--- src/rtl/rr_grant_payload_queue_if.sv ---
// Grant/payload/sink bundle between the arbiter side, the payload queue and its sink.
//   gnt       one-hot grant from the arbiter
//   in_data   packed agent payloads, agent i at [i*W +: W]
//   ack       capture acknowledge back to the granted agent (combinational)
//   out_valid queue head valid
//   out_ready sink accepts the head
//   out_id    agent index of the head entry
//   out_data  payload of the head entry
interface rr_grant_payload_queue_if #(
    parameter int unsigned N = 8,
    parameter int unsigned W = 8
);
    localparam int unsigned IDW = (N > 1) ? $clog2(N) : 1;

    logic [N-1:0]   gnt;
    logic [N*W-1:0] in_data;
    logic [N-1:0]   ack;
    logic           out_valid;
    logic           out_ready;
    logic [IDW-1:0] out_id;
    logic [W-1:0]   out_data;

    // Upstream arbiter/agents plus the sink.
    modport master (
        output gnt, in_data, out_ready,
        input  ack, out_valid, out_id, out_data
    );

    // The payload queue.
    modport slave (
        input  gnt, in_data, out_ready,
        output ack, out_valid, out_id, out_data
    );
endinterface

--- src/rtl/rr_grant_payload_queue.sv ---
// Captures the granted agent's payload into a small FIFO and drains it to a
// single ready/valid sink; acks the agent only when the payload is captured.
//   clk, rst_n  clock, asynchronous active-low reset
//   bus         grant/payload/sink bundle (slave side)
//   drop_cnt    saturating count of grants refused because the queue was full
//   gnt_err     sticky flag, set on a multi-hot grant
//
// Timing note: out_ready -> ack is a combinational path (a full queue can
// accept a push in the cycle it pops); it must be covered in the synthesis
// constraints together with gnt -> ack.
module rr_grant_payload_queue #(
    parameter int unsigned N     = 8,
    parameter int unsigned W     = 8,
    parameter int unsigned DEPTH = 2
) (
    input  logic                      clk,
    input  logic                      rst_n,
    rr_grant_payload_queue_if.slave   bus,
    output logic [15:0]               drop_cnt,
    output logic                      gnt_err
);
    localparam int unsigned IDW = (N > 1) ? $clog2(N) : 1;
    localparam int unsigned PW  = $clog2(DEPTH);
    localparam int unsigned CW  = PW + 1;

    typedef struct packed {
        logic [IDW-1:0] id;
        logic [W-1:0]   data;
    } entry_t;

    entry_t         mem [DEPTH];
    logic [PW-1:0]  wr_ptr, rd_ptr, rd_ptr_nxt;
    logic [CW-1:0]  count, count_nxt;
    entry_t         head_q, head_nxt, push_entry;
    logic           valid_q;
    logic [15:0]    drop_nxt;
    logic           err_nxt;

    logic onehot, multihot, pop, space, accept, drop;

    // Grant qualification and the capture decision.
    always_comb begin
        onehot   = (bus.gnt != '0) && ((bus.gnt & (bus.gnt - N'(1))) == '0);
        multihot = (bus.gnt != '0) && !onehot;
        pop      = valid_q & bus.out_ready;
        space    = (count < CW'(DEPTH)) | pop;
        accept   = onehot & space & rst_n;
        drop     = onehot & ~space;
        bus.ack  = accept ? bus.gnt : '0;
    end

    // Encode the grant and select that agent's payload.
    always_comb begin
        push_entry = '0;
        for (int unsigned i = 0; i < N; i++) begin
            if (bus.gnt[i]) begin
                push_entry.id   = IDW'(i);
                push_entry.data = bus.in_data[i*W +: W];
            end
        end
    end

    // Next queue state; the head register is preloaded with whatever entry
    // sits at the read pointer after this cycle, bypassing a same-cycle push.
    always_comb begin
        count_nxt  = count;
        rd_ptr_nxt = rd_ptr;
        head_nxt   = head_q;
        drop_nxt   = drop_cnt;
        err_nxt    = gnt_err | multihot;

        if (accept && !pop) begin
            count_nxt = count + CW'(1);
        end else if (pop && !accept) begin
            count_nxt = count - CW'(1);
        end
        if (pop) begin
            rd_ptr_nxt = rd_ptr + PW'(1);
        end
        if (count_nxt != '0) begin
            if (accept && (wr_ptr == rd_ptr_nxt)) begin
                head_nxt = push_entry;
            end else begin
                head_nxt = mem[rd_ptr_nxt];
            end
        end
        if (drop && (drop_cnt != 16'hFFFF)) begin
            drop_nxt = drop_cnt + 16'd1;
        end
    end

    // Control and head registers.
    always_ff @(posedge clk or negedge rst_n) begin
        if (!rst_n) begin
            count    <= '0;
            wr_ptr   <= '0;
            rd_ptr   <= '0;
            head_q   <= '0;
            valid_q  <= 1'b0;
            drop_cnt <= '0;
            gnt_err  <= 1'b0;
        end else begin
            count    <= count_nxt;
            rd_ptr   <= rd_ptr_nxt;
            head_q   <= head_nxt;
            valid_q  <= (count_nxt != '0);
            drop_cnt <= drop_nxt;
            gnt_err  <= err_nxt;
            if (accept) begin
                wr_ptr <= wr_ptr + PW'(1);
            end
        end
    end

    // Storage array; contents are qualified by count, so no reset needed.
    always_ff @(posedge clk) begin
        if (accept) begin
            mem[wr_ptr] <= push_entry;
        end
    end

    assign bus.out_valid = valid_q;
    assign bus.out_id    = head_q.id;
    assign bus.out_data  = head_q.data;
endmodule
--- src/flat_wrapper.sv ---
// flat-port wrapper written by rule: the top's interface ports become plain ports
module rr_grant_payload_queue_flat 
#(
    parameter int unsigned N     = 8,
    parameter int unsigned W     = 8,
    parameter int unsigned DEPTH = 2
)
  (clk, rst_n, drop_cnt, gnt_err, bus_gnt, bus_in_data, bus_out_ready, bus_ack, bus_out_valid, bus_out_id, bus_out_data);
  rr_grant_payload_queue_if #(.N(N), .W(W)) bus_i ();
  input  logic clk;
  input  logic rst_n;
  output logic [15:0] drop_cnt;
  output logic gnt_err;
  input wire logic [$bits(bus_i.gnt)-1:0] bus_gnt;
  input wire logic [$bits(bus_i.in_data)-1:0] bus_in_data;
  input wire logic [$bits(bus_i.out_ready)-1:0] bus_out_ready;
  output wire logic [$bits(bus_i.ack)-1:0] bus_ack;
  output wire logic [$bits(bus_i.out_valid)-1:0] bus_out_valid;
  output wire logic [$bits(bus_i.out_id)-1:0] bus_out_id;
  output wire logic [$bits(bus_i.out_data)-1:0] bus_out_data;
  assign bus_i.gnt = bus_gnt;
  assign bus_i.in_data = bus_in_data;
  assign bus_i.out_ready = bus_out_ready;
  assign bus_ack = bus_i.ack;
  assign bus_out_valid = bus_i.out_valid;
  assign bus_out_id = bus_i.out_id;
  assign bus_out_data = bus_i.out_data;
  rr_grant_payload_queue #(.N(N), .W(W), .DEPTH(DEPTH)) u_core (.clk(clk), .rst_n(rst_n), .bus(bus_i), .drop_cnt(drop_cnt), .gnt_err(gnt_err));
endmodule
--- config.mk ---
export PLATFORM = sky130hd
export DESIGN_NAME = rr_grant_payload_queue_flat
export DESIGN_NICKNAME = d
export VERILOG_FILES = /design/src/rtl/rr_grant_payload_queue_if.sv /design/src/rtl/rr_grant_payload_queue.sv /design/src/flat_wrapper.sv
export SDC_FILE = /design/constraint.sdc
export NUM_CORES = 1
export LEC_CHECK = 0
export CORE_MARGIN = 4
export CORE_UTILIZATION = 47
export DETAILED_ROUTE_END_ITERATION = 6
export GPL_TIMING_DRIVEN = 0
export MAX_ROUTING_LAYER = met4
export PLACE_DENSITY = 0.81
export SKIP_CTS_REPAIR_TIMING = 1
export SLEW_MARGIN = 20
export SYNTH_ARGS = -nofsm -noshare
export SYNTH_HDL_FRONTEND = slang
export SYNTH_SLANG_ARGS = --single-unit
--- constraint.sdc ---
create_clock -name clk -period 6.5 [get_ports clk]
set_input_delay 0.65 -clock clk [delete_from_list [all_inputs] [get_ports clk]]
set_output_delay 0.65 -clock clk [all_outputs]
set_load 0.01 [all_outputs]
**After elaboration in Yosys (flattened, before gate mapping)**

Memories as Yosys holds them, arrays and structs flattened. A register that Yosys moved wholly into a read port is not among the register bits.
Cells that the tools add are included.

- Shift operators: 0
- Equal/unequal tests: 1
- Div/mod/pow operators: 0
- Multiply operators: 0
- Order comparisons: 1
- Mux-type cells: 14
- Reductions and logical operators: 12
- Bitwise operators: 8
- Add/subtract/negate cells: 6

Operator list:

| kind | number |
|---|---|
| $mux W11 | 4 |
| $mux W10 | 2 |
| $add A16 B1 Y16 const B | 1 |
| $mux W8 | 2 |
| $ne A16 B16 Y1 const B | 1 |
| $mux W9 | 1 |
| $and A8 B8 Y8 | 1 |
| $logic_not A8 Y1 | 1 |
| $reduce_bool A8 Y1 | 1 |
| $sub A8 B1 Y8 const B | 1 |
| $logic_and A1 B1 Y1 | 5 |
| $and A1 B1 Y1 | 4 |
| $logic_not A1 Y1 | 4 |
| $mux W2 | 2 |
| $mux W1 | 3 |
| $add A1 B1 Y1 const B | 2 |
| $add A2 B1 Y2 const B | 1 |
| $lt A2 B2 Y1 const B | 1 |
| $or A1 B1 Y1 | 2 |
| $reduce_bool A2 Y1 | 1 |
| $sub A2 B1 Y2 const B | 1 |
| $not A1 Y1 | 1 |

- Memory bits (writable): 22
- Register bits: 22
- Memories: 1
- ROM bits: 0
- Input port bits: 75
- Logic and storage cells: 49
- Latch bits: 0

Memory list:

| memory | depth | bits a word | rd ports | clocked after Yosys merged registers in | write ports | line | text |
|---|---|---|---|---|---|---|---|
| u_core.mem | 2 | 11 | 1 | 1 | 1 | rr_grant_payload_queue.sv:31 | `entry_t mem [DEPTH];` |

**Depth between registers and ports, before layout**

- Depth after elaboration: 11
- Mapped depth: 9
- Mapped depth without buffers: 6

**Worst setup path after synthesis**

Ideal clock, no wire load.

- Path kind: input -> register
- Start point: input port bus_gnt[7]
- End point: memory u_core.mem[0][0] (netlist bit), enable pin
- Required time: 6107 ps
- Data arrival time: 2343 ps
- Library setup time: 393 ps
- Cell stages on the path: 6
- Slack: 3764 ps
- Path through: buf_2 > nor2_1 > nand2_1 > o211a_1 > clkbuf_1 > nor3_1

- Longest elaborated chain between the ends: 8
- Elaborated cells between the ends (all ways): 9
- Those cells by class: add/sub: 1; mux: 2; bitwise: 3; reduce/logical: 3

Ends and longest elaborated chain:

| what | line | text |
|---|---|---|
| start: declaration | flat_wrapper.sv:14 | `input wire logic [$bits(bus_i.gnt)-1:0] bus_gnt;` |
| $sub A8 B1 Y8 | rr_grant_payload_queue.sv:43 | `onehot = (bus.gnt != '0) && ((bus.gnt & (bus.gnt - N'(1))) == '0);` |
| $and A8 B8 Y8 | rr_grant_payload_queue.sv:43 |  |
| $logic_not A8 Y1 | rr_grant_payload_queue.sv:43 |  |
| $logic_and A1 B1 Y1 * | rr_grant_payload_queue.sv:43 |  |
| $and A1 B1 Y1 * (2 in a row) | rr_grant_payload_queue.sv:47 | `accept = onehot & space & rst_n;` |
| $mux W1 * | rr_grant_payload_queue.sv:117 | `if (accept) begin` |
| $mux W1 (not written as such) * | rr_grant_payload_queue.sv:118 | `mem[wr_ptr] <= push_entry;` |
| end: declaration | rr_grant_payload_queue.sv:31 |  |

Every way passes the cells marked *; elsewhere a longest branch is shown, timed or not.

**Worst setup path after layout**

- Start point: input port bus_gnt[4]
- End point: output port bus_ack[6]

- Longest elaborated chain between the ends: 7
- Elaborated cells between the ends (all ways): 8
- Those cells by class: add/sub: 1; mux: 1; bitwise: 3; reduce/logical: 3

Ends and longest elaborated chain:

| what | line | text |
|---|---|---|
| $sub A8 B1 Y8 | rr_grant_payload_queue.sv:43 |  |
| $and A8 B8 Y8 | rr_grant_payload_queue.sv:43 |  |
| $logic_not A8 Y1 | rr_grant_payload_queue.sv:43 |  |
| $logic_and A1 B1 Y1 * | rr_grant_payload_queue.sv:43 |  |
| $and A1 B1 Y1 * (2 in a row) | rr_grant_payload_queue.sv:47 |  |
| $mux W8 * | rr_grant_payload_queue.sv:49 | `bus.ack = accept ? bus.gnt : '0;` |
| end: declaration | flat_wrapper.sv:17 | `output wire logic [$bits(bus_i.ack)-1:0] bus_ack;` |

Marks and branches as above.

==> impl_metrics.env <==
export IMPL_wl_um=8480
export IMPL_drv_cap=0
export IMPL_dr_pass1_iters=6
export IMPL_fin_crit_sh=0.566
export IMPL_core_area_mm2=0.00646
export IMPL_die_h_um=90.1
export IMPL_grt_setup_unrepaired="no"
export IMPL_hp_class="input pin to asynchronous set/reset pin"
export IMPL_ioPinCount=112
export IMPL_cts_root_buf="clkbuf_8"
export IMPL_slew_violations=0
export IMPL_drtIter0Drc=146
export IMPL_fillers=499
export IMPL_dp_cells=485
export IMPL_cp_endpoint="bus_ack[6]"
export IMPL_gp_congestion=0.836
export IMPL_viasPerCell=5.71
export IMPL_multi_input_area_mm2=0.00158
export IMPL_vdd_ir_drop_max_mv=0.135
export IMPL_cp_slowest_stage_delay_ns=0.58
export IMPL_power_density_mw_per_mm2=247
export IMPL_ys_types=42
export IMPL_tritoncts="built"
export IMPL_cpLargestDelayFamily="buffers and inverters"
export IMPL_crit_path_start_kind="input pin"
export IMPL_routedWlPerCell_um=17.2
export IMPL_clkLatencyLatePin_ns=0.31
export IMPL_cts_buffers=5
export IMPL_start_util=0.491
export IMPL_vias=2817
export IMPL_detail_route_antenna_nets=0
export IMPL_ys_ff_latch=55
export IMPL_syn2layout_area_growth_pct=42.2
export IMPL_grt_pass1_wl_um=13800
export IMPL_crit_start="bus_gnt[4]"
export IMPL_p_leak_nw=1.83
export IMPL_yosysWarningCount=0
export IMPL_clock_sinks=55
export IMPL_first_global_vias=2758
export IMPL_relSlewSlack=0.427
export IMPL_cp_data_required_time_ns=5.85
export IMPL_seqCellArea_mm2=0.00149
export IMPL_fin_nets=491
export IMPL_synth_seq_area_share=0.469
export IMPL_insertedDiodeCount=0
export IMPL_ys_flop_type="dfrtp_1"
export IMPL_grt_use_total=0.215
export IMPL_die_area_mm2=0.00812
export IMPL_critPathKind="input pin to primary output"
export IMPL_overflow=0
export IMPL_critPathCaptureType="primary output"
export IMPL_critPathSlowestCell="clkdlybuf4s50_1"
export IMPL_row_count=29
export IMPL_syn_inst=296
export IMPL_final_layout_size_suffix_gt1_frac=0.108
export IMPL_fin_cells=493
export IMPL_synth_area_mm2=0.00317
export IMPL_rr_endpoint="u_core.bus.out_data[4]"
export IMPL_grt_antenna_before_repair=0
export IMPL_reg2reg_from="u_core.bus.out_valid"
export IMPL_hpwl_um=6660
export IMPL_drc=0
export IMPL_crit_path_max_fanout=10
export IMPL_worst_path_buf_inv=3
export IMPL_finalSetupViolations=0
export IMPL_clk_path_buf_depth=2
export IMPL_critPathArrivalTime_ns=3.03
export IMPL_syn_nets=372
export IMPL_skew_ns=0.0143
export IMPL_reg2regPathDepth=6
export IMPL_layout_min_cycle_time_ns=3.68
export IMPL_cts_htree_levels=2
export IMPL_dieWidth_um=90.1
export IMPL_worstSetupPathDepth=7
export IMPL_async_reset_ff_frac=0.600
export IMPL_cpMostUsedCell="clkdlybuf4s50_1"
export IMPL_max_freq_mhz=272
export IMPL_path_cells="clkdlybuf4s50_1 > nor2_1 > nand2_1 > o211a_1 > clkbuf_1 > nor3_1 > clkdlybuf4s50_1"
export IMPL_final_cell_mix="clkdlybuf4s50_1 (109), dfrtp_1 (33), nand2_1 (22), edfxtp_1 (22), mux2_2 (21)"
export IMPL_syn_avg_cell_area_um2=10.7
export IMPL_clk_pin_slew_worst_paths_ns=0.09
export IMPL_finalSetupTns_ns=0
export IMPL_status="finished clean"
export IMPL_layout_commonest_cell="clkdlybuf4s50_1"
export IMPL_grt_max_degree=35
export IMPL_synth_edf_count=22
export IMPL_worstMarginPinSlew_ns=0.857
export IMPL_timing_final_hold_violations=0
export IMPL_r2r_setup_slack_ns=3.88
export IMPL_numPortBuffers=110
flip-flops by register name (all words and copies together) (netlist names):
name / flops
u_core.count: 2
u_core.bus.out_data: 8
u_core.rd_ptr: 1
u_core.mem: 22
u_core.wr_ptr: 1
u_core.gnt_err: 1
u_core.bus.out_id: 3
u_core.drop_cnt: 16
u_core.bus.out_valid: 1
report_power, final:
group | internal, mW | switching, mW
combinational | 0.247 | 0.182
clock | 0.116 | 0.112
sequential | 0.418 | 0.0394
total | 0.782 | 0.333
Yosys cell counts (2+ instances only):
library cell  instances  area share
mux2_4                2      0.0095
nor3_1               14       0.022
clkbuf_1             11       0.013
and2_1                6       0.012
a221oi_1              3      0.0083
o21ai_0              15       0.024
nor3b_1               3      0.0071
nor2b_1               8       0.016
a21o_1                2      0.0047
a221o_1               5       0.016
nand3_1              12       0.019
mux2_2               21       0.075
o21a_1                3      0.0071
edfxtp_1             22        0.21
xor2_1               13       0.036
o221ai_1             10       0.028
o22ai_1               3      0.0059
a222oi_1              5       0.016
nand2_1              22       0.026
and3_1                9       0.018
nand4_1               5      0.0099
buf_2                 2      0.0032
a211oi_1              2      0.0047
inv_1                13       0.015
mux2i_1              15       0.047
nor2_1                8      0.0095
or2_2                 4      0.0079
a21oi_1               4      0.0063
xnor2_1               7       0.019
dfrtp_1              33        0.26
o211ai_1              2      0.0047
nand2b_1              2      0.0039
final cells by class:
cell class,instances,share of cell area
inverters,13,0.0108
plain buffers,14,0.0139
clock inverters,3,0.00999
flip-flops and latches,55,0.330
repair buffers,112,0.249
multi-input cells,214,0.350
clock buffers,5,0.0153
well taps,77,0.0214
metrics by stage:
step | setup WS (ns) | hold slack [ns] | util | power, mW | cell area, µm²
3_5_place_dp | 2.81 | 0.462 | 0.680 | 0.893 | 4390
3_3_place_gp | 1.99 | 0.459 | 0.676 | 0.878 | 4370
5_1_grt | 2.61 | 0.127 | 0.698 | 1.18 | 4510
2_1_floorplan | 3.76 | 0.354 | - | 0.704 | 3170
6_report | 2.82 | 0.141 | 0.698 | 1.11 | 4510
4_1_cts | 2.83 | 0.127 | 0.698 | 1.12 | 4510
layer usage:
metal / up-vias / wire length (µm) / part of all wire / track usage
met3: 12 / 481 / 0.057 / 0.0242
met2: 117 / 4210 / 0.50 / 0.363
met5: - / 0 / 0 / -
met4: 0 / 159 / 0.019 / 0.0676
met1: 1338 / 3630 / 0.43 / 0.271
li1: 1350 / - / - / -
how the worst min path moves through the flow:
stage	from	endpoint	slack (ns)	depth (start not counted)
floorplan	rst_n	u_core.bus.out_data[0]	0.35	0
global placement	u_core.gnt_err	u_core.gnt_err	0.46	1
detailed placement	rst_n	u_core.bus.out_data[2]	0.46	1
CTS	rst_n	u_core.bus.out_data[2]	0.13	1
global route	rst_n	u_core.bus.out_data[2]	0.13	1
finish	rst_n	u_core.bus.out_data[2]	0.14	1
logic make-up after synthesis:
| family | Yosys count | synth area share |
|---|---|---|
| simple gates | 98 | 0.170 |
| compound gates | 57 | 0.135 |
| flops | 55 | 0.469 |
| mux | 38 | 0.131 |
| buf+inv | 27 | 0.0351 |
| xor+xnor | 20 | 0.0553 |
| fa+ha+maj | 1 | 0.00395 |
Note: power is estimated with default switching activity, not from simulation.
